### config.mk
export PLATFORM = sky130hd
export DESIGN_NAME = mem_stage
export DESIGN_NICKNAME = d
export VERILOG_FILES = /design/src/rtl/mem_stage.sv
export SDC_FILE = /design/constraint.sdc
export NUM_CORES = 1
export LEC_CHECK = 0
export CAP_MARGIN = 20
export CORE_AREA = 2 2 156 158
export CTS_BUF_LIST = sky130_fd_sc_hd__clkbuf_8
export CTS_CLUSTER_DIAMETER = 100
export DETAILED_ROUTE_END_ITERATION = 7
export DIE_AREA = 0 0 158 160
export HOLD_SLACK_MARGIN = 0.06
export PLACE_DENSITY_LB_ADDON = 0.12
export SETUP_SLACK_MARGIN = 0.1
export SLEW_MARGIN = 20
export SYNTH_ARGS = -nofsm -noshare
export SYNTH_HDL_FRONTEND = slang
export SYNTH_SLANG_ARGS = --single-unit
### constraint.sdc
create_clock -name CLK -period 2.4 [get_ports CLK]
set_clock_uncertainty 0.2 [all_clocks]
set_input_delay 0.24 -clock CLK [delete_from_list [all_inputs] [get_ports CLK]]
set_output_delay 0.24 -clock CLK [all_outputs]
set_load 0.005 [all_outputs]
### src/rtl/mem_stage.sv
// Memory stage: issues one dcache access per load/store and stalls until dhit; ALU ops pass in 1 cycle.
// Result strobes wben one cycle after completion; in_ready drops while an access is outstanding or after halt.
module mem_stage #(
  parameter int WORD_W = 32,
  parameter int REG_W  = 5,
  parameter int CNT_W  = 16
) (
  input  logic              CLK,
  input  logic              RST,
  input  logic              in_valid,
  output logic              in_ready,
  input  logic              in_memRd,
  input  logic              in_memWr,
  input  logic              in_regWr,
  input  logic [REG_W-1:0]  in_regDst,
  input  logic [1:0]        in_regSel,
  input  logic [WORD_W-1:0] in_ALUOut,
  input  logic [WORD_W-1:0] in_storeData,
  input  logic [WORD_W-1:0] in_nPC,
  input  logic [WORD_W-1:0] in_lui,
  input  logic              in_halt,
  output logic              dmemREN,
  output logic              dmemWEN,
  output logic [WORD_W-1:0] dmemaddr,
  output logic [WORD_W-1:0] dmemstore,
  input  logic              dhit,
  input  logic [WORD_W-1:0] dmemload,
  output logic              wben,
  output logic              wb_regWr,
  output logic [REG_W-1:0]  wb_regDst,
  output logic [1:0]        wb_regSel,
  output logic [WORD_W-1:0] wb_ALUOut,
  output logic [WORD_W-1:0] wb_nPC,
  output logic [WORD_W-1:0] wb_lui,
  output logic [WORD_W-1:0] wb_dmemload,
  output logic              mem_stall,
  output logic              halt,
  output logic [CNT_W-1:0]  stall_cycles
);

  localparam logic [1:0] EMPTY    = 2'd0;
  localparam logic [1:0] ACCESS   = 2'd1;
  localparam logic [1:0] COMPLETE = 2'd2;

  logic [1:0]        state, state_nxt;
  logic              op_memRd, op_memWr, op_halt;
  logic [WORD_W-1:0] op_storeData;
  logic              accept;
  logic              in_access;
  logic [1:0]        accept_state;

  assign in_access = (state == ACCESS);
  // A completing halt must not let a younger instruction slip in behind it.
  assign in_ready  = ~halt & ((state == EMPTY) | ((state == COMPLETE) & ~op_halt));
  assign accept    = in_valid & in_ready;
  assign accept_state = (in_memRd | in_memWr) ? ACCESS : COMPLETE;

  assign wben      = (state == COMPLETE);
  assign mem_stall = in_access;
  assign dmemREN   = in_access & op_memRd;
  assign dmemWEN   = in_access & op_memWr & ~op_memRd;
  assign dmemaddr  = in_access ? wb_ALUOut : '0;
  assign dmemstore = in_access ? op_storeData : '0;

  always_comb begin
    state_nxt = EMPTY;
    case (state)
      EMPTY:    state_nxt = accept ? accept_state : EMPTY;
      ACCESS:   state_nxt = dhit ? COMPLETE : ACCESS;
      COMPLETE: state_nxt = (!op_halt && accept) ? accept_state : EMPTY;
      default:  state_nxt = EMPTY;
    endcase
  end

  always_ff @(posedge CLK) begin
    if (RST) begin
      state        <= EMPTY;
      op_memRd     <= 1'b0;
      op_memWr     <= 1'b0;
      op_halt      <= 1'b0;
      op_storeData <= '0;
      wb_regWr     <= 1'b0;
      wb_regDst    <= '0;
      wb_regSel    <= '0;
      wb_ALUOut    <= '0;
      wb_nPC       <= '0;
      wb_lui       <= '0;
      wb_dmemload  <= '0;
      halt         <= 1'b0;
      stall_cycles <= '0;
    end else begin
      state <= state_nxt;
      if (accept) begin
        op_memRd     <= in_memRd;
        op_memWr     <= in_memWr;
        op_halt      <= in_halt;
        op_storeData <= in_storeData;
        wb_regWr     <= in_regWr;
        wb_regDst    <= in_regDst;
        wb_regSel    <= in_regSel;
        wb_ALUOut    <= in_ALUOut;
        wb_nPC       <= in_nPC;
        wb_lui       <= in_lui;
      end
      if (in_access) begin
        if (stall_cycles != {CNT_W{1'b1}})
          stall_cycles <= stall_cycles + 1'b1;
        if (dhit && op_memRd)
          wb_dmemload <= dmemload;
      end
      if (state == COMPLETE && op_halt)
        halt <= 1'b1;
    end
  end

endmodule

# Yosys cells after proc, flatten, opt, wreduce, memory -nomap -nowiden
# Index checks and enable logic that the tools add are counted.
# W data, S select, Z words.
op_classes:
  addsub: 1
  n_mul: 0
  n_div: 0
  n_lt_le_gt_ge: 0
  eq_ne: 3
  shift: 0
  mux: 7
  bitwise: 11
  n_reduce_logical: 7
op_table:
  columns: ["op", "n"]
  rows:
  - ["$mux W32", 2]
  - ["$add A16 B1 Y16 const B", 1]
  - ["$ne A16 B16 Y1 const B", 1]
  - ["$mux W2", 4]
  - ["$and A1 B1 Y1", 6]
  - ["$pmux W2 S3", 1]
  - ["$reduce_and A2 Y1", 2]
  - ["$logic_and A1 B1 Y1", 3]
  - ["$not A1 Y1", 3]
  - ["$eq A2 B1 Y1 const B", 1]
  - ["$eq A2 B2 Y1 const B", 1]
  - ["$logic_not A2 Y1", 1]
  - ["$or A1 B1 Y1", 2]
  - ["$logic_not A1 Y1", 1]
word_totals:
  regBits: 190
  latch_bits: 0
  ramBits: 0
  romBits: 0
  in_bits: 175
  out_inout_bits: 222
  word_cells: 43
  mem_count: 0

# Depth between registers and ports, before layout
# Gate-level depths: netlist of the first run.
depth:
  depth_word: 8
  depth_mapped: 7
  depth_no_buf: 5

# Worst setup path after synthesis of the first run
# No wires, ideal clock.
synth_path:
  path_kind: "register -> register"
  start: "reg stall_cycles[4]"
  end: "reg stall_cycles[15]"
  setup_ns: 0.123
  t_arrival_ns: 1.428
  required_time_ns: 2.077
  slack_ns: 0.648
  path_stages_with_launch: 5
  n_path_buf: 0
  synth_period_minus_slack_ns: 1.752
  path_cell_list: "dfxtp_1 nand4_1 nor2_2 nor4b_2 mux2_1"
synth_between:
  elab_chain_len: 2
  word_cells_on_any_way: 3
  classes_between: "add/sub (1); eq/ne (1); reduce/logical (1)"
synth_rtl:
  columns: ["item", "line", "source"]
  rows:
  - ["start, declared", "38", "output logic [CNT_W-1:0] stall_cycles"]
  - ["start signal, assigned", "107", "stall_cycles <= stall_cycles + 1'b1;"]
  - ["branches (longest 2 deep; another with $add A16 B1 Y16)", null, null]
# Several ways; the timed one is not identified.
# A chain may end at the register's enable or synchronous reset.

# Final worst setup path of the first run
layout_path:
  start: "reg state[1]"
  end: "out dmemstore[2]"
layout_between:
  elab_chain_len: 2
layout_rtl:
  columns: ["item", "line", "source"]
  rows:
  - ["start, declared", "45", "logic [1:0] state, state_nxt;"]
  - ["start signal, assigned", "92", "state <= state_nxt;"]
  - ["$eq A2 B1 Y1", "52", "assign in_access = (state == ACCESS);"]
  - ["$mux W32", "63", "assign dmemstore = in_access ? op_storeData : '0;"]
  - ["end, declared", "25", "output logic [WORD_W-1:0] dmemstore,"]
# Every way passes these cells.

==> flow_summary.toml, run 1 <==
[outcome]
status = "finished clean"

[drt]
ant_nets = 0
drt_pre_antenna_iters = 4
wl_met1_um = 10800
wl_met3_um = 1840
dr_wl_met2_um = 12900
finalWirelength_um = 26000
viasPerCell = 4.51
highest-signal-layer = "met4"
drc = 0
wl_per_cell_um = 15.8
drtIter0Drc = 443
via_count = 7402

[sta]
finalSetupViolCount = 0
worst_slew_pin_slew_ns = 0.608
rsz0062_at_grt = "true"
fmax_ghz = 0.436
fin_crit_sh = 0.956
slew_headroom = 0.595
period_minus_slack_ns = 2.29
drv_slew = 0
tns_ns = 0
final_hold_viol_count = 0

[clock_tree]
tritoncts = "built"
numCtsBuffers = 17
clk_pin_slew_ns = 0.11
insertion_delay_ns = 0.47
clockRootBuffer = "clkbuf_8"
htreeDepth = 4
cts_buffer_depth = 2
clock_sinks = 190

[synth]
synth_seq_area_share = 0.516
yosysTopAreaCell = "dfxtp_1"
yosysMostFrequentCell = "nand2_1"
syn_inst = 937
ys_warn_count = 0
ys_top_cells_by_area = "dfxtp_1 52%, nand2_1 18%, a21oi_1 12%"
yosys-top-cells-count = "348 x nand2_1, 190 x dfxtp_1, 178 x a21oi_1"
synth_top_area_share = 0.516
netlist_area_um2 = 7370
ys.flop_type = "dfxtp_1"
synthesis.nets = 1113
ys_types = 45
ys_ff_latch = 190
synth_edf_count = 0
avgSynthCellArea_um2 = 7.87
async_flop_share = 0

[place]
placed_area_um2 = 11600
port_buffers = 396
dpl.cell_count = 1602
place_congestion = 0.775
hpwl_um = 18200

[floorplanning]
row_count = 57
die_h_um = 160
die_w_um = 158
initial_core_util = 0.309
core_area_um2 = 23800
die-area_um2 = 25300
io_pins = 397

[global_route]
grt_pass1_wl_um = 38800
track_usage = 0.197
grt_pass1_vias = 7000
overflow = 0
antenna_found_initial = 1
grt_max_degree = 87

[layout]
area_growth_pct = 63.6
final_core_util = 0.506
drive_gt1_frac = 0.0546
fin_area_um2 = 12100
insertedDiodeCount = 0
stdcell_count = 1642
layout.nets = 1481

[setup_path]
critical_path_class = "flip-flop to primary output"
cp-end-kind = "primary output"
crit_path_top_delay_cell = "clkdlybuf4s50_1"
cp_data_required_time_ns = 1.96
critPathBufInv = 3
cp_cell_sequence = "nand2b_4, clkinv_8, buf_16, and2_1, clkdlybuf4s50_1"
worst-path-max-fanout = 10
crit_family = "buffers and inverters"
cp-start-kind = "flip-flop"
cp.arrival_ns = 1.85
worst_path_largest_cell_delay_ns = 0.50

[hold_path]
hold_class = "primary input to flip-flop"

[pwr]
p_leak_nw = 4.74
total_power_w = 0.00664
powerDensity_nw_per_um2 = 550
vdd_drop_max_mv = 0.361

[run]
cap_violations = 0
==> state kept, by name, summed over array words and instances, names as in the netlist, 2 cells and up <==
register	flops
wb_regSel	2
wb_lui	32
op_storeData	32
state	2
wb_ALUOut	32
wb_regDst	5
wb_dmemload	32
stall_cycles	16
wb_nPC	32
==> tightest hold or removal path, delay by kind of cell <==
| kind | cells | cell delay [ns] |
|---|---|---|
| compound gates | 1 | 0.05 |
| buf+inv | 1 | 0.39 |
| simple gates | 1 | 0.05 |
==> logic make-up (layout without fill, tap and decap cells) <==
group,count (synthesis),count (layout),share of synthesized area
simple gates,470,470,0.281
compound gates,197,197,0.141
flops,190,190,0.516
buf+inv,71,452,0.0489
mux,8,8,0.0119
fa+ha+maj,1,1,0.00170
==> cell usage in the layout, fill, tap and decap left out, types with 8 or more instances in the layout <==
| cell | n |
|---|---|
| nand2_1 | 347 |
| clkdlybuf4s50_1 | 331 |
| dfxtp_1 | 188 |
| a21oi_1 | 178 |
| and2_1 | 65 |
| dlygate4sd2_1 | 61 |
| clkbuf_8 | 19 |
| nor2_1 | 12 |
| nand3_1 | 9 |
| buf_12 | 9 |
| nor2b_1 | 8 |
| buf_4 | 8 |
==> path summary, 6_finish.rpt <==
| check | endpoint | cells after the start | slack (ns) | start |
|---|---|---|---|---|
| worst min register to register | wb_lui[22] | 2 | 0.26 | wb_lui[22] |
| worst max register to register | stall_cycles[0] | 4 | 0.45 | stall_cycles[11] |
| worst max-delay path | dmemstore[2] | 5 | 0.11 | state[1] |
| worst min-delay path | op_storeData[2] | 3 | 0.09 | in_storeData[2] |
==> where the power goes <==
group	switching, W	internal (W)
clock	0.00127	0.000816
sequential	0.000103	0.00331
combinational	0.000477	0.000657
total	0.00185	0.00479
==> layer usage <==
metal,global-route usage,up-vias
met5,0,-
met4,0.0614,0
met3,0.0611,28
met2,0.342,242
met1,0.231,3360
li1,-,3772
==> through the flow <==
stage	worst slack, ns	hold WS (ns)
2_1_floorplan	0.648	0.176
3_3_place_gp	0.432	0.241
3_5_place_dp	0.365	0.246
4_1_cts	0.0142	0.0627
5_1_grt	0.00882	0.0604
6_report	0.105	0.0935
==> final cells by class <==
type                       count  area (um2)
multi-input combinational    676        3230
sequential                   190        3810
clock buffer                  19         262
fill                        2324       11800
clock inverter                13         119
timing repair buffer         416        4200
inverter                       4        27.5
tap                          324         405
==> repair_timing <==
action | in CTS | in global routing
hold endpoints to repair | 45 | 0
gates cloned | 0 | 1
resized for setup | 68 | 7
buffers inserted | 0 | 6
hold buffers | 1 | 0
pin swaps | 0 | 1
endpoints found under the setup margin | 68 | 7
No activity file was read; power rests on OpenSTA's default activity.
==> inputs of run 2 (changes only) <==
Settings changed: SETUP_SLACK_MARGIN 0.1 to 0.4.
==> run 2 against run 1 <==
Clock power about the same. Cell area increased by 5.0%. Cell count increased by 1.2%. Combinational power increased by 12%. Routed wire length increased by 6.8%. Sequential cell count unchanged. Critical path depth increased by 2. Critical path type unchanged.
==> flow_summary.toml, run 2 (synthesized netlist as in run 1, its figures left out) <==
[outcome]
status = "finished clean"

[drt]
finalWirelength_um = 27800
drtIter0Drc = 433
drc = 0
wl_per_cell_um = 16.7
via_count = 7626
drt_pre_antenna_iters = 6
ant_nets = 0
viasPerCell = 4.59

[pwr]
vdd_drop_max_mv = 0.350
power_switching_w = 0.00190
p_leak_nw = 4.86
power.internal_w = 0.00487
power_frac_seq = 0.505
combPwrFrac = 0.187
powerDensity_nw_per_um2 = 535
swShare = 0.280
p_clk_frac = 0.308
total_power_w = 0.00677

[setup_path]
cp-start-kind = "flip-flop"
worst_path_largest_cell_delay_ns = 0.35
cp.arrival_ns = 1.72
crit_path_top_delay_cell = "dfxtp_4"
crit_family = "buffers and inverters"
cp_data_required_time_ns = 1.96
critPathBufInv = 5
cp_cell_sequence = "nand2b_4, clkinv_8, buf_12, buf_8, clkbuf_16, and2_4, buf_6"
worst-path-max-fanout = 5
reg2reg_slack_ns = 0.41
critical_path_class = "flip-flop to primary output"
cp-end-kind = "primary output"

[place]
hpwl_um = 18200
place_congestion = 0.775
port_buffers = 396
dpl.cell_count = 1602

[floorplanning]
die_h_um = 160
core_area_um2 = 23800
row_count = 57
die_w_um = 158
die-area_um2 = 25300
initial_core_util = 0.309
io_pins = 397

[sta]
final_hold_viol_count = 0
period_minus_slack_ns = 2.16
fin_crit_sh = 0.899
drv_slew = 0
whs_ns = 0.0957
worst_slew_pin_slew_ns = 0.600
finalSetupViolCount = 0
rsz0062_at_grt = "true"
tns_ns = 0
fmax_ghz = 0.463
slew_headroom = 0.600

[clock_tree]
clk_pin_slew_ns = 0.11
numCtsBuffers = 17
clockRootBuffer = "clkbuf_8"
insertion_delay_ns = 0.47
htreeDepth = 4
cts_buffer_depth = 2
clock_sinks = 190
tritoncts = "built"

[global_route]
grt_max_degree = 87
antenna_found_initial = 0
grt_pass1_vias = 7131
overflow = 0
grt_pass1_wl_um = 40100
track_usage = 0.205

[layout]
final_cell_mix = "334 x nand2_1, 326 x clkdlybuf4s50_1, 182 x dfxtp_1"
final_common_cell = "nand2_1"
n_fill_cell = 2251
multi_input_area_um2 = 3460
layout.nets = 1501
insertedDiodeCount = 0
register_area_um2 = 3820
final_core_util = 0.531
drive_gt1_frac = 0.169
stdcell_count = 1662
area_growth_pct = 71.7

[run]
cap_violations = 0

[hold_path]
hold_class = "primary input to flip-flop"
-- run 2: cell count changes in the layout (fill, tap and decap cells not counted), moves of 10 or more --
cell           delta
buf_2            +15
dlygate4sd2_1    -53
nand2_1          -13
and2_1           -38
and2_4           +38
buf_6            +42
nand2_2          +10
-- run 2: repair_timing --
item	CTS	global route
setup buffers	12	4
endpoints found under the setup margin	69	110
hold buffers	1	0
gates resized for setup	293	96
hold endpoints to repair	45	0
pin swaps	19	3
gates cloned	6	5
-- run 2: area by class of cell --
cell class | instances | share of cell area
Clock buffer | 19 | 0.0207
Clock inverter | 13 | 0.00939
Inverter | 4 | 0.00217
Multi-Input combinational cell | 676 | 0.273
Sequential cell | 190 | 0.302
Tap cell | 324 | 0.0320
Timing Repair Buffer | 436 | 0.361
-- run 2: power groups by stage --
| stage | combinational, W | clock, W | sequential (W) |
|---|---|---|---|
| final | 0.00126 | 0.00209 | 0.00342 |
| after global routing | 0.00137 | 0.00229 | 0.00344 |
| after CTS | 0.00123 | 0.00217 | 0.00342 |
| after detailed placement | 0.00112 | 0 | 0.00349 |
| after global placement | 0.00111 | 0 | 0.00349 |
| after floorplan | 0.000415 | 0 | 0.00348 |
-- run 2: final timing paths --
path,startpoint,to,cells past startpoint
hold / removal,in_storeData[2],op_storeData[2],3
setup reg to reg,state[1],wb_dmemload[12],10
hold reg to reg,wb_lui[22],wb_lui[22],2
setup / recovery,state[1],dmemaddr[14],7
-- run 2: worst min-delay path: stages --
cell and delay (ns):
clkdlybuf4s50_1 0.39, nand2_1 0.05, a21oi_1 0.05
-- run 2: per-stage QoR --
step	cell area, um2	setup slack, ns
floorplan	7370	0.648
global placement	11600	0.432
detailed placement	11600	0.365
CTS	12200	0.226
global route	12700	0.177
finish	12700	0.242
-- run 2: routing by layer --
layer / GRT usage / wire length, um
met3: 0.0649 / 2100
met1: 0.244 / 11100
met4: 0.0717 / 675
met2: 0.346 / 13900
met5: 0 / 0
==> inputs of run 3 (changes only) <==
Settings changed: CORE_AREA 2 2 156 158 to 2 2 152 154, DIE_AREA 0 0 158 160 to 0 0 154 156, DONT_BUFFER_PORTS set to 1.
==> run 3 against run 2 <==
Register-to-register slack better by 0.06 ns. Setup slack better by 0.23 ns. First-iteration DRC count is 9.7% higher. Critical endpoint is now dmemstore[25]. Routed wire length fell by 15%. Utilization fell by 12 points. Count of clock-buffer cells in the layout fell by 2. Via count down 14%. Hold slack worse by 0.46 ns. Maximum frequency is 12% higher. Total power down 7.4%. Critical path type unchanged. Sequential cell count stayed put. The flow now finishes with violations (hold timing). Sequential power is essentially flat.
==> flow_summary.toml, run 3 (synthesized netlist as in run 1, its figures left out) <==
[outcome]
status = "finished with violations"
violations = "hold timing"

[drt]
drtIter0Drc = 475
viasPerCell = 4.93
ant_nets = 0
finalWirelength_um = 23700
drc = 0
drt_pre_antenna_iters = 7
wl_per_cell_um = 17.9
via_count = 6547

[pwr]
power.internal_w = 0.00450
total_power_w = 0.00627
power_frac_seq = 0.551
p_leak_nw = 3.47
swShare = 0.283
combPwrFrac = 0.103
powerDensity_nw_per_um2 = 674
vdd_drop_max_mv = 0.343
p_clk_frac = 0.346
power_switching_w = 0.00177

[setup_path]
cp_data_required_time_ns = 1.96
worst-path-max-fanout = 16
reg2reg_depth = 6
critical_path_class = "flip-flop to primary output"
cp-start-kind = "flip-flop"
cp-end-kind = "primary output"
cp.arrival_ns = 1.49

[clock_tree]
clock_sinks = 190
clk_pin_slew_ns = 0.11
cts_buffer_depth = 2
tritoncts = "built"
htreeDepth = 4
clockRootBuffer = "clkbuf_8"
insertion_delay_ns = 0.46
numCtsBuffers = 17

[sta]
drv_slew = 0
finalSetupViolCount = 0
tns_ns = 0
rsz0062_at_grt = "true"
fin_ws_ns = 0.468
fin_crit_sh = 0.805
fmax_ghz = 0.518
whs_ns = -0.360
worst_slew_pin_slew_ns = 0.689
slew_headroom = 0.541
period_minus_slack_ns = 1.93
final_hold_viol_count = 180

[layout]
final_cell_mix = "347 x nand2_1, 188 x dfxtp_1, 178 x a21oi_1"
final_core_util = 0.416
final_common_cell = "nand2_1"
n_fill_cell = 2352
drive_gt1_frac = 0.0759
layout.nets = 1204
area_growth_pct = 26.3

[global_route]
overflow = 0
track_usage = 0.177
grtUsageMet2 = 0.299
grtUsageMet3 = 0.0672
antenna_found_initial = 1
grt_pass1_vias = 5676
grt_pass1_wl_um = 33400
busiest_layer = "met2"
grt_util_met1 = 0.208
grt_max_degree = 198

[place]
dp_slack_ns = 0.393
port_buffers = 0
place_congestion = 0.731
hpwl_um = 15300

[floorplanning]
core_area_um2 = 22400
initial_core_util = 0.330
io_pins = 397
row_count = 55
die_h_um = 156
die_w_um = 154
die-area_um2 = 24000

[hold_path]
hold_class = "primary input to flip-flop"
whs_path_depth = 1

[run]
cap_violations = 0
[run 3: cell count changes in the layout (fill, tap and decap cells not counted), moves of 15 or more]
cell / delta
and2_4: -28
and2_1: +28
buf_2: -15
dlygate4sd3_1: +121
buf_6: -43
clkdlybuf4s50_1: -326
[run 3: area by class of cell]
type / count / area, um2 / share of cell area
flip-flops and latches: 190 / 3810 / 0.409
multi-input cells: 676 / 3260 / 0.350
repair buffers: 139 / 1450 / 0.156
well taps: 285 / 357 / 0.0383
clock buffers: 17 / 234 / 0.0251
clock inverters: 15 / 170 / 0.0183
inverters: 4 / 22.5 / 0.00242
diodes: 1 / 2.50 / 0.000269
[run 3: path summary, 6_finish.rpt]
path | slack (ns) | startpoint | end
min | -0.36 | RST | wb_ALUOut[2]
max | 0.47 | state[1] | dmemstore[25]
min reg2reg | 0.26 | op_storeData[30] | op_storeData[30]
max reg2reg | 0.47 | stall_cycles[0] | stall_cycles[0]
[run 3: what timing repair did]
action,CTS,global route
buffers inserted,0,3
hold buffers,20,102
cloned,0,1
resized for setup,9,19
endpoints found under the hold margin,190,180
endpoints found under the setup margin,78,56
pin swaps,0,2
[run 3: layer usage]
layer	routed length, um	vias to the layer above
met3	1790	19
met1	9640	3059
met4	340	0
met2	11900	255
met5	0	-
li1	-	3214
[run 3: worst max-delay path: stages (launching register included)]
cell and delay (ns):
dfxtp_4 0.37, nand2b_4 0.19, inv_8 0.12, clkbuf_16 0.19, and2_4 0.17
[run 3: per-stage QoR]
step / cell area [um2] / instances
2_1_floorplan: 7370 / 937
3_3_place_gp: 7540 / 1168
3_5_place_dp: 7540 / 1168
4_1_cts: 8180 / 1220
5_1_grt: 9310 / 1327
6_report: 9310 / 1327
[run 3: power by group through the flow]
stage | registers [W] | logic, W | clock network (W)
2_1_floorplan | 0.00348 | 0.000415 | 0
3_3_place_gp | 0.00353 | 0.000452 | 0
3_5_place_dp | 0.00353 | 0.000461 | 0
4_1_cts | 0.00346 | 0.000487 | 0.00226
5_1_grt | 0.00347 | 0.000719 | 0.00239
6_report | 0.00345 | 0.000645 | 0.00217
